[src/rtl/mem_stall_ctrl.sv]
// Pipeline stall controller: per-channel outstanding-request counters drive the
// global move enable, with optional response bypass, drain mode and statistics.
module mem_stall_ctrl #(
  parameter int                   NUM_PORTS        = 2,
  parameter int                   MAX_OUTSTANDING  = 1,
  parameter logic [NUM_PORTS-1:0] INIT_OUTSTANDING = NUM_PORTS'(1),
  parameter bit                   BYPASS           = 1'b0,
  parameter int                   STALL_CNT_W      = 32
) (
  input  logic                   clk,
  input  logic                   rst_n,
  input  logic [NUM_PORTS-1:0]   req,
  input  logic [NUM_PORTS-1:0]   resp,
  input  logic                   flush,
  input  logic                   stat_clr,
  output logic                   move,
  output logic [NUM_PORTS-1:0]   req_ready,
  output logic                   outstanding_any,
  output logic [NUM_PORTS-1:0]   err_underflow,
  output logic [STALL_CNT_W-1:0] stall_cycles
);

  localparam int            CW      = $clog2(MAX_OUTSTANDING + 1);
  localparam logic [CW-1:0] MAX_CNT = CW'(MAX_OUTSTANDING);

  typedef enum logic [1:0] {
    ST_RUN,
    ST_WAIT,
    ST_DRAIN
  } state_t;

  state_t                        r_state;
  state_t                        w_state_nxt;
  logic [NUM_PORTS-1:0][CW-1:0]  r_cnt;
  logic [NUM_PORTS-1:0][CW-1:0]  w_cnt_nxt;
  logic [NUM_PORTS-1:0]          w_req_ok;
  logic [NUM_PORTS-1:0]          w_acc;
  logic [NUM_PORTS-1:0]          w_resp_eff;
  logic [NUM_PORTS-1:0]          w_underflow;
  logic [NUM_PORTS-1:0]          w_idle_nxt;
  logic [NUM_PORTS-1:0]          w_idle_byp;
  logic [NUM_PORTS-1:0]          r_err;
  logic [STALL_CNT_W-1:0]        r_stall;
  logic                          w_move_core;

  // req_ready only looks at registered counters, so resp never reaches it combinationally
  always_comb begin
    w_req_ok    = '0;
    w_acc       = '0;
    w_resp_eff  = '0;
    w_underflow = '0;
    w_idle_nxt  = '0;
    w_idle_byp  = '0;
    w_cnt_nxt   = r_cnt;
    for (int i = 0; i < NUM_PORTS; i++) begin
      w_req_ok[i]    = (r_cnt[i] < MAX_CNT) && (r_state != ST_DRAIN);
      w_acc[i]       = req[i] & w_req_ok[i];
      w_resp_eff[i]  = resp[i] & ((r_cnt[i] != '0) | w_acc[i]);
      w_underflow[i] = resp[i] & (r_cnt[i] == '0) & ~w_acc[i];
      case ({w_acc[i], w_resp_eff[i]})
        2'b10:   w_cnt_nxt[i] = r_cnt[i] + CW'(1);
        2'b01:   w_cnt_nxt[i] = r_cnt[i] - CW'(1);
        default: w_cnt_nxt[i] = r_cnt[i];
      endcase
      w_idle_nxt[i] = (w_cnt_nxt[i] == '0);
      // Bypass view: this cycle's response retires the last request, new requests ignored
      w_idle_byp[i] = (r_cnt[i] == '0) | (resp[i] & (r_cnt[i] == CW'(1)));
    end
  end

  always_comb begin
    w_state_nxt = r_state;
    case (r_state)
      ST_RUN:   if (|w_acc)      w_state_nxt = ST_WAIT;
      ST_WAIT:  if (&w_idle_nxt) w_state_nxt = ST_RUN;
      ST_DRAIN: if (&w_idle_nxt) w_state_nxt = ST_RUN;
      default:                   w_state_nxt = ST_RUN;
    endcase
    if (flush) w_state_nxt = ST_DRAIN;

    if (BYPASS) w_move_core = (&w_idle_byp) && (r_state != ST_DRAIN) && !flush;
    else        w_move_core = (r_state == ST_RUN) && !flush;
  end

  always_ff @(posedge clk or negedge rst_n) begin
    if (!rst_n) begin
      r_state <= (INIT_OUTSTANDING != '0) ? ST_WAIT : ST_RUN;
      for (int i = 0; i < NUM_PORTS; i++) r_cnt[i] <= CW'(INIT_OUTSTANDING[i]);
    end else begin
      r_state <= w_state_nxt;
      r_cnt   <= w_cnt_nxt;
    end
  end

  // Statistics: clear wins over both the sticky error set and the stall increment
  always_ff @(posedge clk or negedge rst_n) begin
    if (!rst_n) begin
      r_err   <= '0;
      r_stall <= '0;
    end else if (stat_clr) begin
      r_err   <= '0;
      r_stall <= '0;
    end else begin
      r_err <= r_err | w_underflow;
      if (!w_move_core && (r_stall != '1)) r_stall <= r_stall + STALL_CNT_W'(1);
    end
  end

  assign move            = ~rst_n | w_move_core;
  assign req_ready       = rst_n ? w_req_ok : '0;
  assign outstanding_any = |r_cnt;
  assign err_underflow   = r_err;
  assign stall_cycles    = r_stall;

endmodule
[config.mk]
export PLATFORM = sky130hd
export DESIGN_NAME = mem_stall_ctrl
export DESIGN_NICKNAME = d
export VERILOG_FILES = /design/src/rtl/mem_stall_ctrl.sv
export SDC_FILE = /design/constraint.sdc
export NUM_CORES = 1
export LEC_CHECK = 0
export CORE_MARGIN = 1
export CORE_UTILIZATION = 42
export CTS_CLUSTER_SIZE = 28
export DETAILED_ROUTE_END_ITERATION = 16
export HOLD_SLACK_MARGIN = 0.03
export PLACE_DENSITY = 0.78
export SLEW_MARGIN = 20
export SYNTH_ARGS = -nofsm -noshare
export SYNTH_HDL_FRONTEND = slang
export SYNTH_SLANG_ARGS = --single-unit
[constraint.sdc]
create_clock -name clk -period 2.3 [get_ports clk]
set_input_delay 0.46 -clock clk [delete_from_list [all_inputs] [get_ports clk]]
set_output_delay 0.46 -clock clk [all_outputs]
set_load 0.005 [all_outputs]
* Word-level counts from Yosys, hierarchy flattened
Index checks and enable logic that the tools add are counted.
Widths: inputs -> output; s select.
** Word-level totals
- Bits in registers :: 38
- Input port bits :: 8
** Operators by class
- Add/subtract/negate cells :: 5
- Magnitude comparators :: 2
- Equality and inequality tests :: 10
- Muxes and demuxes :: 10
- Bitwise logic cells :: 19
- Reduce and logical (&&, ||, !) cells :: 13
** Operator list (number)
- $mux 32 :: 2
- $add 32x1->32 const B :: 1
- $ne 32x32->1 const B :: 1
- $mux 2 :: 5
- $and 1x1->1 :: 8
- $not 1->1 :: 7
- $eq 2x1->1 const B :: 3
- $eq 2x2->1 const B :: 3
- $reduce_or 2->1 :: 3
- $logic_and 1x1->1 :: 4
- $pmux 1 s2 :: 2
- $pmux 2 s2 :: 1
- $reduce_and 2->1 :: 2
- $ne 3x1->1 const B :: 1
- $ne 3x3->1 const B :: 1
- $or 1x1->1 :: 3
- $add 1x1->1 const B :: 2
- $logic_not 1->1 :: 2
- $logic_not 2->1 :: 1
- $lt 1x1->1 const B :: 2
- $ne 2x2->1 const B :: 1
- $or 2x2->2 :: 1
- $reduce_bool 2->1 :: 1
- $sub 1x1->1 const B :: 2

* Logic depth before layout (Yosys ltp)
- Depth in word-level cells :: 12
- Depth in mapped cells :: 11

* Worst setup path before layout
OpenSTA, ideal clock, no wires.
- Path type :: register -> register
- Start point :: register r_state[0]
- End point :: register r_state[1]
- Arrival :: 2.352 ns
- Data required time :: 2.173 ns
- Setup slack :: -0.179 ns
- Cell stages (with the launch flop) :: 12
- Buffers on the path :: 0
- Clock period less this slack :: 2.479 ns
- Cell sequence :: dfstp_2 inv_1 ha_1 nor3b_1 o21ai_0 ha_1 nor2_1 o21ai_0 nand2_1 o21ai_0 a21oi_1 or2_2
** RTL lines
- start, declared :: line 32 : state_t r_state;
- start signal, assigned :: line 87 : r_state <= (INIT_OUTSTANDING != '0) ? ST_WAIT : ST_RUN;
- start signal, assigned :: line 90 : r_state <= w_state_nxt;

==> flow_metrics.tcl <==
set metrics [dict create \
    status "completed" \
    async_reset_ff_frac 1.00 \
    initial_utilization 0.435 \
    yosys.area.top_type "dfrtp_1" \
    reg2reg_depth 11 \
    crit-reg2reg-launch "r_state[0]" \
    antenna_found_initial 0 \
    hold_class "in2async" \
    critical_path_required_ns 2.48 \
    yosys-top-cells-area "dfrtp_1 41%, nor2_1 6.0%, xnor2_1 6.0%" \
    track_usage 0.214 \
    rows 26 \
    layout-drive-gt1-share 0.220 \
    worstMarginPinSlew_ns 0.442 \
    clk_pin_slew_ns 0.07 \
    core_sq_um 5070 \
    max_cap_viol_count 0 \
    cp-end-kind "flop" \
    synth_fp_nets 257 \
    synth_edf_count 0 \
    vdd_drop_max_mv 0.298 \
    synth_top_area_frac 0.408 \
    finalNetCount 342 \
    gp_congestion 0.851 \
    multi_input_area_sq_um 1230 \
    wl_per_cell_um 13.7 \
    numCtsBuffers 5 \
    syn_area_sq_um 2210 \
    drc_errors 0 \
    diodes 0 \
    period_needed_ns 2.27 \
    netlist_instances 242 \
    clock.fmax_ghz 0.441 \
    portBuffers 45 \
    clk_latency_ns 0.29 \
    r2r_setup_slack_ns 0.03 \
    p_leak_nw 1.36 \
    cp.arrival_ns 2.44 \
    grt_max_degree 40 \
    nFillCells 464 \
    area_growth_pct 43.5 \
    worstSetupStartpointType "flop" \
    hold_violations 0 \
    synth-main-ff-cell "dfrtp_1" \
    crit_type "reg2reg" \
    via_per_inst 5.30 \
    powerDensity_nw_per_um2 589 \
    regArea_sq_um 953 \
    regToRegEndpoint "r_state[1]" \
    synth-warning-count 0 \
    drt_wl_total_um 5470 \
    setup_tns_ns 0 \
    relSlewSlack 0.705 \
    grt-ovfl-total 0 \
    dieHeight_um 74.5 \
    cts_tree "done" \
    dpl-instance-area_sq_um 2980 \
    firstDrtPassIters 4 \
    vias 2108 \
    setup_viol 0 \
    fin_crit_sh 0.986 \
    design_area_sq_um 3170 \
    clk_path_buf_depth 2 \
    cp_max_fo 3 \
    grt_pass1_wl_um 8960 \
    yosysSeqAreaShare 0.432 \
    grt_pass1_vias 1988 \
    clockRootBuffer "clkbuf_8" \
    ys_ff_latch 38 \
    maxSlewViolCount 0 \
    syn_avg_cell_area_sq_um 9.12 \
    hpwl_um 3990 \
    rsz0062_at_grt "true" \
    fin_skew_ns 0.00457 \
    postRouteAntennaNets 0 \
    dieArea_sq_um 5550 \
    io_pins 46 \
    die_w_um 74.5 \
    htreeDepth 2 \
    synthTopCellsByCount "36 x dfrtp_1, 35 x nor2_1, 17 x nand2_1, 15 x xnor2_1, 13 x a21oi_1" \
    synth.distinct_cells 40 \
    yosysMostFrequentCell "dfrtp_1" \
    drt_iter0_drc 100 \
    cts.sinks 38 \
]
## power by group
part | internal (W) | total (W) | switching (W)
combinational | 0.000285 | 0.000540 | 0.000255
clock | 0.000319 | 0.000558 | 0.000238
sequential | 0.000721 | 0.000766 | 0.0000452
## sequential cells by signal (all words and copies together) (netlist names)
signal	flops
err_underflow	2
r_cnt	2
r_state	2
stall_cycles	32
## cell type report
type                    count  share of cell area
clock buffers               5              0.0217
multi-input cells         190               0.387
repair buffers             84               0.240
inverters                   8             0.00948
clock inverters             3              0.0126
flip-flops and latches     38               0.301
well taps                  70              0.0277
## stage by stage
| step | std cells | power [W] | setup slack [ns] | hold WS [ns] | utilization |
|---|---|---|---|---|---|
| floorplan | 242 | 0.00103 | 0.0300 | 0.164 | - |
| global placement | 384 | 0.00128 | -0.0691 | 0.284 | 0.587 |
| detailed placement | 384 | 0.00131 | -0.108 | 0.288 | 0.587 |
| CTS | 393 | 0.00188 | 0.00509 | 0.150 | 0.612 |
| global route | 398 | 0.00198 | -0.0531 | 0.151 | 0.624 |
| finish | 398 | 0.00186 | 0.0328 | 0.153 | 0.624 |
## worst max path at each step
| stage | slack [ns] | depth (start not counted) | to | from |
|---|---|---|---|---|
| 3_3_place_gp | -0.07 | 10 | r_state[1] | req[1] |
| 3_5_place_dp | -0.11 | 10 | r_state[1] | req[1] |
| 5_1_grt | -0.05 | 11 | r_state[1] | r_state[0] |
| 4_1_cts | 0.005 | 5 | req_ready[1] | r_state[0] |
| 6_report | 0.03 | 11 | r_state[1] | r_state[0] |
| 2_1_floorplan | 0.03 | 11 | r_state[1] | r_state[0] |
## cell families (layout without fill, tap and decap cells)
group / after synthesis / count (layout) / share of synthesized area
adder cells (fa/ha/maj): 7 / 7 / 0.0397
XOR/XNOR: 15 / 15 / 0.0595
flip-flops: 38 / 38 / 0.432
AND/OR/NAND/NOR: 132 / 132 / 0.338
buffers and inverters: 14 / 100 / 0.0278
AO/OA/AOI/OAI: 31 / 31 / 0.0777
multiplexers: 5 / 5 / 0.0255
## per-layer routing
layer	wire (um)	GRT usage
met1	2390	0.269
met2	2790	0.375
met3	234	0.0434
met4	50	0.0545
met5	0	0
## what timing repair did
item | 4_1_cts | 5_1_grt
setup buffers | 0 | 5
setup endpoints to repair | 4 | 12
hold buffers | 1 | 0
endpoints found under the hold margin | 2 | 0
pin swaps | 1 | 2
gates resized for setup | 2 | 8
cloned | 0 | 0
## layout by cell type (no fill, tap or decap), drive strengths merged, types with 3 or more instances in the layout
master         instances
buf                   39
or2                    3
and2                   4
nor2b                  7
o21ai                 11
nor4                   6
dfrtp                 36
a21oi                 13
and3                   5
and4                   4
nand3                  9
clkdlybuf4s50         41
or4                    5
nand4                 11
ha                     7
nor3                  12
mux2                   5
o31ai                  4
clkbuf                 5
nand2b                 3
dlymetal6s2s           3
nor2                  35
nand2                 17
or3                    5
xnor2                 15
inv                    8
nor3b                  3
## critical path, cell delays in order (launching register included)
cell and delay (ns):
dfstp_2 0.52, inv_1 0.06, ha_2 0.20, nor3b_2 0.20, o21ai_0 0.14, ha_1 0.32, nor2_1 0.04, o21ai_0 0.08
nand2_1 0.10, o21ai_2 0.17, a21oi_1 0.08, or2_2 0.27
Note: power is estimated with default switching activity, not from simulation.
